### src/rtl/sisp_alu_issue.sv
// Operand-issue / write-back stage in front of the SISP no-buffer ALU: IDLE -> EXEC -> WB.
// Define SISP_WB_SAT_EN to clamp the written-back byte; otherwise the result is truncated.
module sisp_alu_issue #(
    parameter int REG_NUM = 8,
    parameter int ADDR_W  = 3
) (
    input  logic              clk,
    input  logic              reset,
    input  logic              cmd_valid,
    output logic              cmd_ready,
    input  logic [3:0]        cmd_op,
    input  logic [ADDR_W-1:0] cmd_src_a,
    input  logic [ADDR_W-1:0] cmd_src_b,
    input  logic              cmd_imm_sel,
    input  logic [7:0]        cmd_imm,
    input  logic [ADDR_W-1:0] cmd_dst,
    input  logic              cmd_wb_en,
    input  logic              ld_en,
    input  logic [ADDR_W-1:0] ld_addr,
    input  logic [7:0]        ld_data,
    output logic [7:0]        alu_data_1,
    output logic [7:0]        alu_data_2,
    output logic              alu_input_select,
    output logic [7:0]        alu_content,
    output logic [3:0]        alu_selector,
    output logic              alu_enable,
    input  logic [15:0]       alu_result,
    output logic              res_valid,
    output logic [15:0]       res_data,
    output logic [7:0]        res_wdata,
    output logic [ADDR_W-1:0] res_dst,
    output logic              res_illegal,
    output logic              busy
);

    typedef enum logic [1:0] {
        IDLE = 2'd0,
        EXEC = 2'd1,
        WB   = 2'd2
    } state_t;

    state_t state_reg, state_next;

    logic [3:0]        op_reg;
    logic [ADDR_W-1:0] src_a_reg;
    logic [ADDR_W-1:0] src_b_reg;
    logic [ADDR_W-1:0] dst_reg;
    logic              imm_sel_reg;
    logic [7:0]        imm_reg;
    logic              wb_en_reg;

    logic [15:0]       res_data_reg;
    logic [7:0]        res_wdata_reg;
    logic [ADDR_W-1:0] res_dst_reg;
    logic              res_illegal_reg;

    logic [7:0]        rf_word [REG_NUM];
    logic              accept;
    logic              wb_write;
    logic              op_illegal;
    logic [7:0]        wdata_next;

    assign cmd_ready = reset && (state_reg != EXEC);
    assign accept    = cmd_valid && cmd_ready;
    assign wb_write  = (state_reg == WB) && wb_en_reg && !res_illegal_reg;

    assign res_valid   = (state_reg == WB);
    assign busy        = (state_reg != IDLE);
    assign res_data    = res_data_reg;
    assign res_wdata   = res_wdata_reg;
    assign res_dst     = res_dst_reg;
    assign res_illegal = res_illegal_reg;

    always_comb begin
        op_illegal = 1'b1;
        case (op_reg)
            4'd0, 4'd1, 4'd2, 4'd3, 4'd4, 4'd5, 4'd8, 4'd9: op_illegal = 1'b0;
            default: op_illegal = 1'b1;
        endcase
    end

`ifdef SISP_WB_SAT_EN
    // Add saturates high; the subtracting ops floor at zero on a negative result.
    always_comb begin
        wdata_next = alu_result[7:0];
        if (op_reg == 4'd2 && alu_result > 16'd255)
            wdata_next = 8'hFF;
        else if ((op_reg == 4'd3 || op_reg == 4'd5) && alu_result[15])
            wdata_next = 8'h00;
    end
`else
    assign wdata_next = alu_result[7:0];
`endif

    always_comb begin
        state_next       = state_reg;
        alu_enable       = 1'b0;
        alu_data_1       = 8'd0;
        alu_data_2       = 8'd0;
        alu_content      = 8'd0;
        alu_input_select = 1'b0;
        alu_selector     = 4'd0;
        case (state_reg)
            IDLE: begin
                if (accept)
                    state_next = EXEC;
            end
            EXEC: begin
                alu_enable       = 1'b1;
                alu_data_1       = rf_word[src_a_reg];
                alu_data_2       = rf_word[src_b_reg];
                alu_content      = imm_reg;
                alu_input_select = imm_sel_reg;
                alu_selector     = op_reg;
                state_next       = WB;
            end
            WB: begin
                state_next = accept ? EXEC : IDLE;
            end
            default: state_next = IDLE;
        endcase
    end

    always_ff @(posedge clk or negedge reset) begin
        if (!reset) begin
            state_reg       <= IDLE;
            op_reg          <= 4'd0;
            src_a_reg       <= '0;
            src_b_reg       <= '0;
            dst_reg         <= '0;
            imm_sel_reg     <= 1'b0;
            imm_reg         <= 8'd0;
            wb_en_reg       <= 1'b0;
            res_data_reg    <= 16'd0;
            res_wdata_reg   <= 8'd0;
            res_dst_reg     <= '0;
            res_illegal_reg <= 1'b0;
        end else begin
            state_reg <= state_next;
            if (accept) begin
                op_reg      <= cmd_op;
                src_a_reg   <= cmd_src_a;
                src_b_reg   <= cmd_src_b;
                dst_reg     <= cmd_dst;
                imm_sel_reg <= cmd_imm_sel;
                imm_reg     <= cmd_imm;
                wb_en_reg   <= cmd_wb_en;
            end
            if (state_reg == EXEC) begin
                res_data_reg    <= alu_result;
                res_wdata_reg   <= wdata_next;
                res_dst_reg     <= dst_reg;
                res_illegal_reg <= op_illegal;
            end
        end
    end

    // Write-back takes priority over an external load to the same register.
    generate
        for (genvar gi = 0; gi < REG_NUM; gi++) begin : g_rf
            logic [7:0] entry_reg;
            always_ff @(posedge clk or negedge reset) begin
                if (!reset)
                    entry_reg <= 8'd0;
                else if (wb_write && res_dst_reg == ADDR_W'(gi))
                    entry_reg <= res_wdata_reg;
                else if (ld_en && ld_addr == ADDR_W'(gi))
                    entry_reg <= ld_data;
            end
            assign rf_word[gi] = entry_reg;
        end
    endgenerate

endmodule

### config.mk
export PLATFORM = sky130hd
export DESIGN_NAME = sisp_alu_issue
export DESIGN_NICKNAME = d
export VERILOG_FILES = /design/src/rtl/sisp_alu_issue.sv
export SDC_FILE = /design/constraint.sdc
export NUM_CORES = 1
export LEC_CHECK = 0
export CAP_MARGIN = 0
export CORE_ASPECT_RATIO = 1.5
export CORE_MARGIN = 2
export CORE_UTILIZATION = 42
export CTS_CLUSTER_DIAMETER = 100
export DETAILED_ROUTE_END_ITERATION = 8
export PLACE_DENSITY_LB_ADDON = 0.25
export SETUP_SLACK_MARGIN = 0.2
export SYNTH_ARGS = -nofsm -noshare
export SYNTH_HDL_FRONTEND = slang
export SYNTH_SLANG_ARGS = --single-unit
### constraint.sdc
create_clock -name clk -period 3.6 [get_ports clk]
set_input_delay 0.72 -clock clk [delete_from_list [all_inputs] [get_ports clk]]
set_output_delay 0.72 -clock clk [all_outputs]
set_load 0.1 [all_outputs]
==> results of run 1 <==
power by group through the flow:
stage	clock network (mW)	logic (mW)	registers, mW
CTS	1.11	2.25	1.88
detailed placement	0	2.25	1.90
finish	1.08	2.24	1.88
global route	1.14	2.37	1.93
floorplan	0	1.36	2.16
global placement	0	2.21	1.87
how the worst max path moves through the flow:
stage / slack, ps / cells past startpoint / startpoint / endpoint
5_1_grt: 430 / 5 / src_a_reg[1] / alu_data_1[1]
4_1_cts: 510 / 5 / src_a_reg[1] / alu_data_1[0]
3_5_place_dp: 780 / 4 / ld_addr[1] / g_rf[0].entry_reg[1]
2_1_floorplan: 1090 / 5 / src_a_reg[1] / alu_data_1[6]
3_3_place_gp: 850 / 4 / ld_addr[1] / g_rf[0].entry_reg[7]
6_report: 540 / 5 / src_a_reg[1] / alu_data_1[0]
logic make-up after synthesis:
| family | Yosys count | share of synthesized area |
|---|---|---|
| muxes | 215 | 0.3719 |
| and+or+nand+nor | 122 | 0.1135 |
| DFF | 109 | 0.4333 |
| buffers and inverters | 43 | 0.04115 |
| AOI/OAI and AO/OA | 34 | 0.04015 |
through the flow:
step	total power, mW	util	worst slack [ps]	cell area, um^2	hold slack (ps)
2_1_floorplan	3.525	-	1090	6295	424.4
6_report	5.208	0.5535	544.3	8078	160.1
3_5_place_dp	4.152	0.5314	781.3	7755	456.7
4_1_cts	5.238	0.5535	511.6	8078	152.0
5_1_grt	5.446	0.5535	433.1	8078	149.5
3_3_place_gp	4.082	0.5314	845.2	7755	447.1
placed cells by master (no fill, tap or decap), types with 2 or more instances in the layout:
cell type | netlist | layout
a22oi_1 | 32 | 32
and2_1 | 16 | 16
and3_1 | 16 | 16
and4bb_2 | 4 | 4
buf_12 | 0 | 31
buf_4 | 10 | 30
bufinv_16 | 0 | 2
clkbuf_16 | 0 | 9
clkdlybuf4s50_1 | 0 | 62
clkinvlp_4 | 0 | 2
dfrtp_1 | 109 | 109
inv_1 | 2 | 2
mux2_2 | 151 | 151
mux2i_1 | 64 | 64
nand2_1 | 58 | 58
nand3_2 | 3 | 3
nand3b_2 | 3 | 3
nand4b_2 | 4 | 4
nor2_1 | 5 | 5
nor2b_1 | 7 | 7
per-layer routing:
layer  share of wire  wire length (um)  global-route usage
met5               0                 0                   0
met4           0.039               654             0.09781
met3           0.061              1020             0.05087
met2            0.51              8524              0.3719
met1            0.39              6518              0.2471
critical path: stages (launching register included):
cell,delay [ps]
dfrtp_1,920
buf_12,270
mux2i_1,230
a22oi_1,110
and3_1,260
buf_12,180
layout make-up:
| class | instances | area share |
|---|---|---|
| tap | 196 | 0.03036 |
| inverter | 2 | 0.0009294 |
| multi-input combinational | 371 | 0.4095 |
| sequential | 109 | 0.3377 |
| clock buffer | 10 | 0.02958 |
| clock inverter | 5 | 0.01038 |
| timing repair buffer | 123 | 0.1815 |
==> flow_metrics.env, run 1 <==
export IMPL_cts_max_level=3
export IMPL_postCtsResizedCells=0
export IMPL_vias=4480
export IMPL_drv_slew=0
export IMPL_area_growth_pct=28.32
export IMPL_drive_above_1_share=0.3935
export IMPL_largest_reg_flops=64
export IMPL_grt_ovfl_total=0
export IMPL_synth_cell_types=27
export IMPL_die_x_um=104.0
export IMPL_syn_area_mm2=0.006295
export IMPL_r2r_end="src_a_reg[1]"
export IMPL_fin_worst_skew_ps=8.976
export IMPL_routedWlPerCell_um=20.49
export IMPL_rows=54
export IMPL_finish_cell_count_without_fillers=816
export IMPL_fin_tns_setup_ps=0
export IMPL_cts_setup_buffers=0
export IMPL_synthTopCellsByCount="151 x mux2_2, 109 x dfrtp_1, 64 x mux2i_1, 58 x nand2_1, 32 x a22oi_1"
export IMPL_cts_tree="built"
export IMPL_crit_type="reg2out"
export IMPL_antenna_found_initial=0
export IMPL_fp_dieH_um=153.9
export IMPL_async_flop_share=1.000
export IMPL_pin_count=115
export IMPL_clock_path_buffers=2
export IMPL_post_route_min_period_ps=3056
export IMPL_power_density_mw_per_mm2=644.8
export IMPL_r2r_start="state_reg[1]"
export IMPL_slew_headroom=0.3442
export IMPL_yosysMostFrequentCell="mux2_2"
export IMPL_finalCritPeriodShare=0.8488
export IMPL_required_ps=2880
export IMPL_ys_seq_elements=109
export IMPL_drt_iter0_drc=212
export IMPL_finalSetupViolCount=0
export IMPL_avgViaCountPerCell=5.490
export IMPL_grt_pass1_wl_um=26280
export IMPL_synth_edf_count=0
export IMPL_nets=670
export IMPL_ir_drop_uv=412.3
export IMPL_grt_use_total=0.2132
export IMPL_grt_max_degree=58
export IMPL_leakage_nw=3.621
export IMPL_synth_top_area_frac=0.4333
export IMPL_start_util=0.4313
export IMPL_rsz0062_at_grt="false"
export IMPL_seq_area_mm2=0.002728
export IMPL_grt_pass1_vias=4749
export IMPL_switching_power_mw=2.119
export IMPL_startpoint_type="register"
export IMPL_clock_power_share=0.208
export IMPL_cts_buffers=9
export IMPL_ys_seq_area_frac=0.4333
export IMPL_place_inst=801
export IMPL_synth_area_leaders="dfrtp_1 43%, mux2_2 27%, mux2i_1 10%"
export IMPL_yosys_warnings=0
export IMPL_tightest_slew_ps=980.6
export IMPL_hold_viol=0
export IMPL_yosys_area_top_type="dfrtp_1"
export IMPL_cts_sinks=109
export IMPL_clkTransAtPathRegs_ps=70
export IMPL_critical_path_arrival_ps=2340
export IMPL_seq_power_share=0.361
export IMPL_min_path_type="in2async"
export IMPL_ant_nets=0
export IMPL_synth_fp_nets=577
export IMPL_end_kind="primary output"
export IMPL_p_int_mw=3.090
export IMPL_fill_cells=1265
export IMPL_die_area_mm2=0.01600
export IMPL_r2r_slack_ps=1710
export IMPL_drv_cap=0
export IMPL_globalplace_congestion=0.7927
export IMPL_hpwl_um=11760
export IMPL_worstPathMaxFanout=16
export IMPL_drc=0
export IMPL_netSwitchingFraction=0.4068
export IMPL_coreArea_mm2=0.01459
export IMPL_combPwrFrac=0.431
export IMPL_status="complete, no violations"
export IMPL_ctsHoldBuffers=0
export IMPL_avgSynthCellArea_um2=12.04
export IMPL_netlist_instances=523
export IMPL_multiInputGateArea_mm2=0.003308
export IMPL_clock_latency_ps=350
export IMPL_fmax_mhz=327.3
export IMPL_rr_worst_depth=5
export IMPL_cts_root_buffer="clkbuf_16"
export IMPL_drt_pass1_iterations=4
export IMPL_synthFlopType="dfrtp_1"
export IMPL_diodes=0
export IMPL_io_buffers=114
export IMPL_wl_um=16720
Note: power is estimated with default switching activity, not from simulation.
==> inputs of run 2 (changes only) <==
==> constraint.sdc (replaced) <==
create_clock -name clk -period 2.6 [get_ports clk]
set_input_delay 0.52 -clock clk [delete_from_list [all_inputs] [get_ports clk]]
set_output_delay 0.52 -clock clk [all_outputs]
set_load 0.1 [all_outputs]
==> run 2 against run 1 <==
Net effect:
- sequential cell count did not move
- die area did not move
- combinational power rose by 46%
- sequential share of layout area fell by 0.70 points
- utilization rose by 1.2 points
- global-route usage rose by 0.53 points
- clock power rose by 23%
- hold slack improved by 170 ps
- final cell count rose by 1.2%
- count of clock-buffer cells in the layout rose by 1
- power rose by 38%
- cell area rose by 2.2%
- largest cell class unchanged
==> flow_metrics.env, run 2 (synthesis gave the netlist of run 1 again) <==
export IMPL_start_util=0.4313
export IMPL_grt_ovfl_total=0
export IMPL_avgViaCountPerCell=5.590
export IMPL_cp_common_cell="buf_12"
export IMPL_finalPower_mw=7.207
export IMPL_pin_count=115
export IMPL_status="complete, no violations"
export IMPL_rows=54
export IMPL_ant_nets=0
export IMPL_layout_common_cells="151 x mux2_2, 107 x dfrtp_1, 60 x mux2i_1"
export IMPL_io_buffers=114
export IMPL_coreArea_mm2=0.01459
export IMPL_hold_viol=0
export IMPL_clock_path_buffers=2
export IMPL_required_ps=2080
export IMPL_crit_slowest_cell="dfrtp_2"
export IMPL_drt_pass1_iterations=6
export IMPL_cts_sinks=109
export IMPL_finalSetupViolCount=0
export IMPL_die_area_mm2=0.01600
export IMPL_rsz0062_at_grt="true"
export IMPL_drv_cap=0
export IMPL_die_x_um=104.0
export IMPL_ir_drop_uv=522.3
export IMPL_cts_root_buffer="clkbuf_16"
export IMPL_grt_max_degree=60
export IMPL_hpwl_um=11870
export IMPL_tightest_slew_ps=760.9
export IMPL_largest_reg_flops=64
export IMPL_cts_setup_buffers=0
export IMPL_slowest_delay_ps=480
export IMPL_clkTransAtPathRegs_ps=70
export IMPL_vias=4617
export IMPL_drive_above_1_share=0.4571
export IMPL_routedWlPerCell_um=20.83
export IMPL_fp_dieH_um=153.9
export IMPL_cts_buffers=9
export IMPL_fin_tns_setup_ps=0
export IMPL_layout_commonest_cell="mux2_2"
export IMPL_startpoint_type="register"
export IMPL_slew_headroom=0.4928
export IMPL_worstPathMaxFanout=17
export IMPL_leakage_nw=3.671
export IMPL_fin_worst_skew_ps=7.484
export IMPL_wl_um=17210
export IMPL_clock_latency_ps=350
export IMPL_fmax_mhz=419.0
export IMPL_drc=0
export IMPL_area_growth_pct=31.15
export IMPL_diodes=0
export IMPL_critical_path_arrival_ps=1870
export IMPL_power_density_mw_per_mm2=873.0
export IMPL_r2r_slack_ps=790
export IMPL_drt_iter0_drc=306
export IMPL_antenna_found_initial=0
export IMPL_post_route_min_period_ps=2387
export IMPL_nets=679
export IMPL_globalplace_congestion=0.7921
export IMPL_drv_slew=0
export IMPL_grt_pass1_wl_um=26750
export IMPL_finalCritPeriodShare=0.9179
export IMPL_grt_pass1_vias=4846
export IMPL_end_kind="primary output"
export IMPL_cp_cell_sequence="buf_12, mux2i_1, a22oi_1, and3_1, buf_12"
export IMPL_cts_max_level=3
export IMPL_crit_type="reg2out"
export IMPL_ctsHoldBuffers=0
export IMPL_grt_use_total=0.2185
export IMPL_cts_tree="built"
export IMPL_min_path_type="in2async"
run 2: cell type report:
cell class | count | area, um^2
Clock inverter | 5 | 42.54
Multi-Input combinational cell | 371 | 3410
Tap cell | 196 | 245.2
Fill cell | 1245 | 6339
Clock buffer | 11 | 242.7
Sequential cell | 109 | 2730
Timing Repair Buffer | 132 | 1578
Inverter | 2 | 7.507
run 2: what timing repair did:
action | in CTS | in global routing
resized for setup | 16 | 12
pin swaps | 1 | 5
setup endpoints to repair | 15 | 14
cloned | 2 | 0
run 2: critical path: cells and delay by family, from the launching register on:
family          cells  cell delay [ps]
mux                 1              130
buf+inv             2              380
compound gates      1              270
simple gates        1              260
flops               1              480
run 2: final timing paths:
check | start | end | cells after the start
hold / removal | reset | imm_sel_reg | 2
setup reg to reg | state_reg[0] | g_rf[3].entry_reg[4] | 3
setup / recovery | src_b_reg[1] | alu_data_2[2] | 5
hold reg to reg | dst_reg[0] | res_dst[0] | 2
max in group asynchronous | reset | g_rf[6].entry_reg[5] | 2
min in group clk | dst_reg[0] | res_dst[0] | 2
run 2: through the flow:
stage	hold WS [ps]	util	setup WS (ps)	instance area (um^2)	std cells
after floorplan	224.4	-	290.4	6295	523
after global placement	442.5	0.5350	202.0	7807	808
after detailed placement	449.4	0.5350	147.4	7807	808
after CTS	348.8	0.5628	177.5	8214	826
after global routing	393.6	0.5657	169.4	8255	826
final	328.2	0.5657	213.5	8255	826
run 2: metal layers:
metal / vias up / routed length [um] / GRT usage
met5: - / 0 / 0
met1: 2297 / 6747 / 0.2544
met3: 34 / 1037 / 0.04705
met2: 190 / 8870 / 0.3835
li1: 2096 / - / -
met4: 0 / 554 / 0.1004
run 2: where the power goes:
group | total (mW) | internal (mW) | switching (mW)
clock network | 1.33 | 0.688 | 0.638
registers | 2.61 | 2.15 | 0.460
logic | 3.27 | 1.35 | 1.92
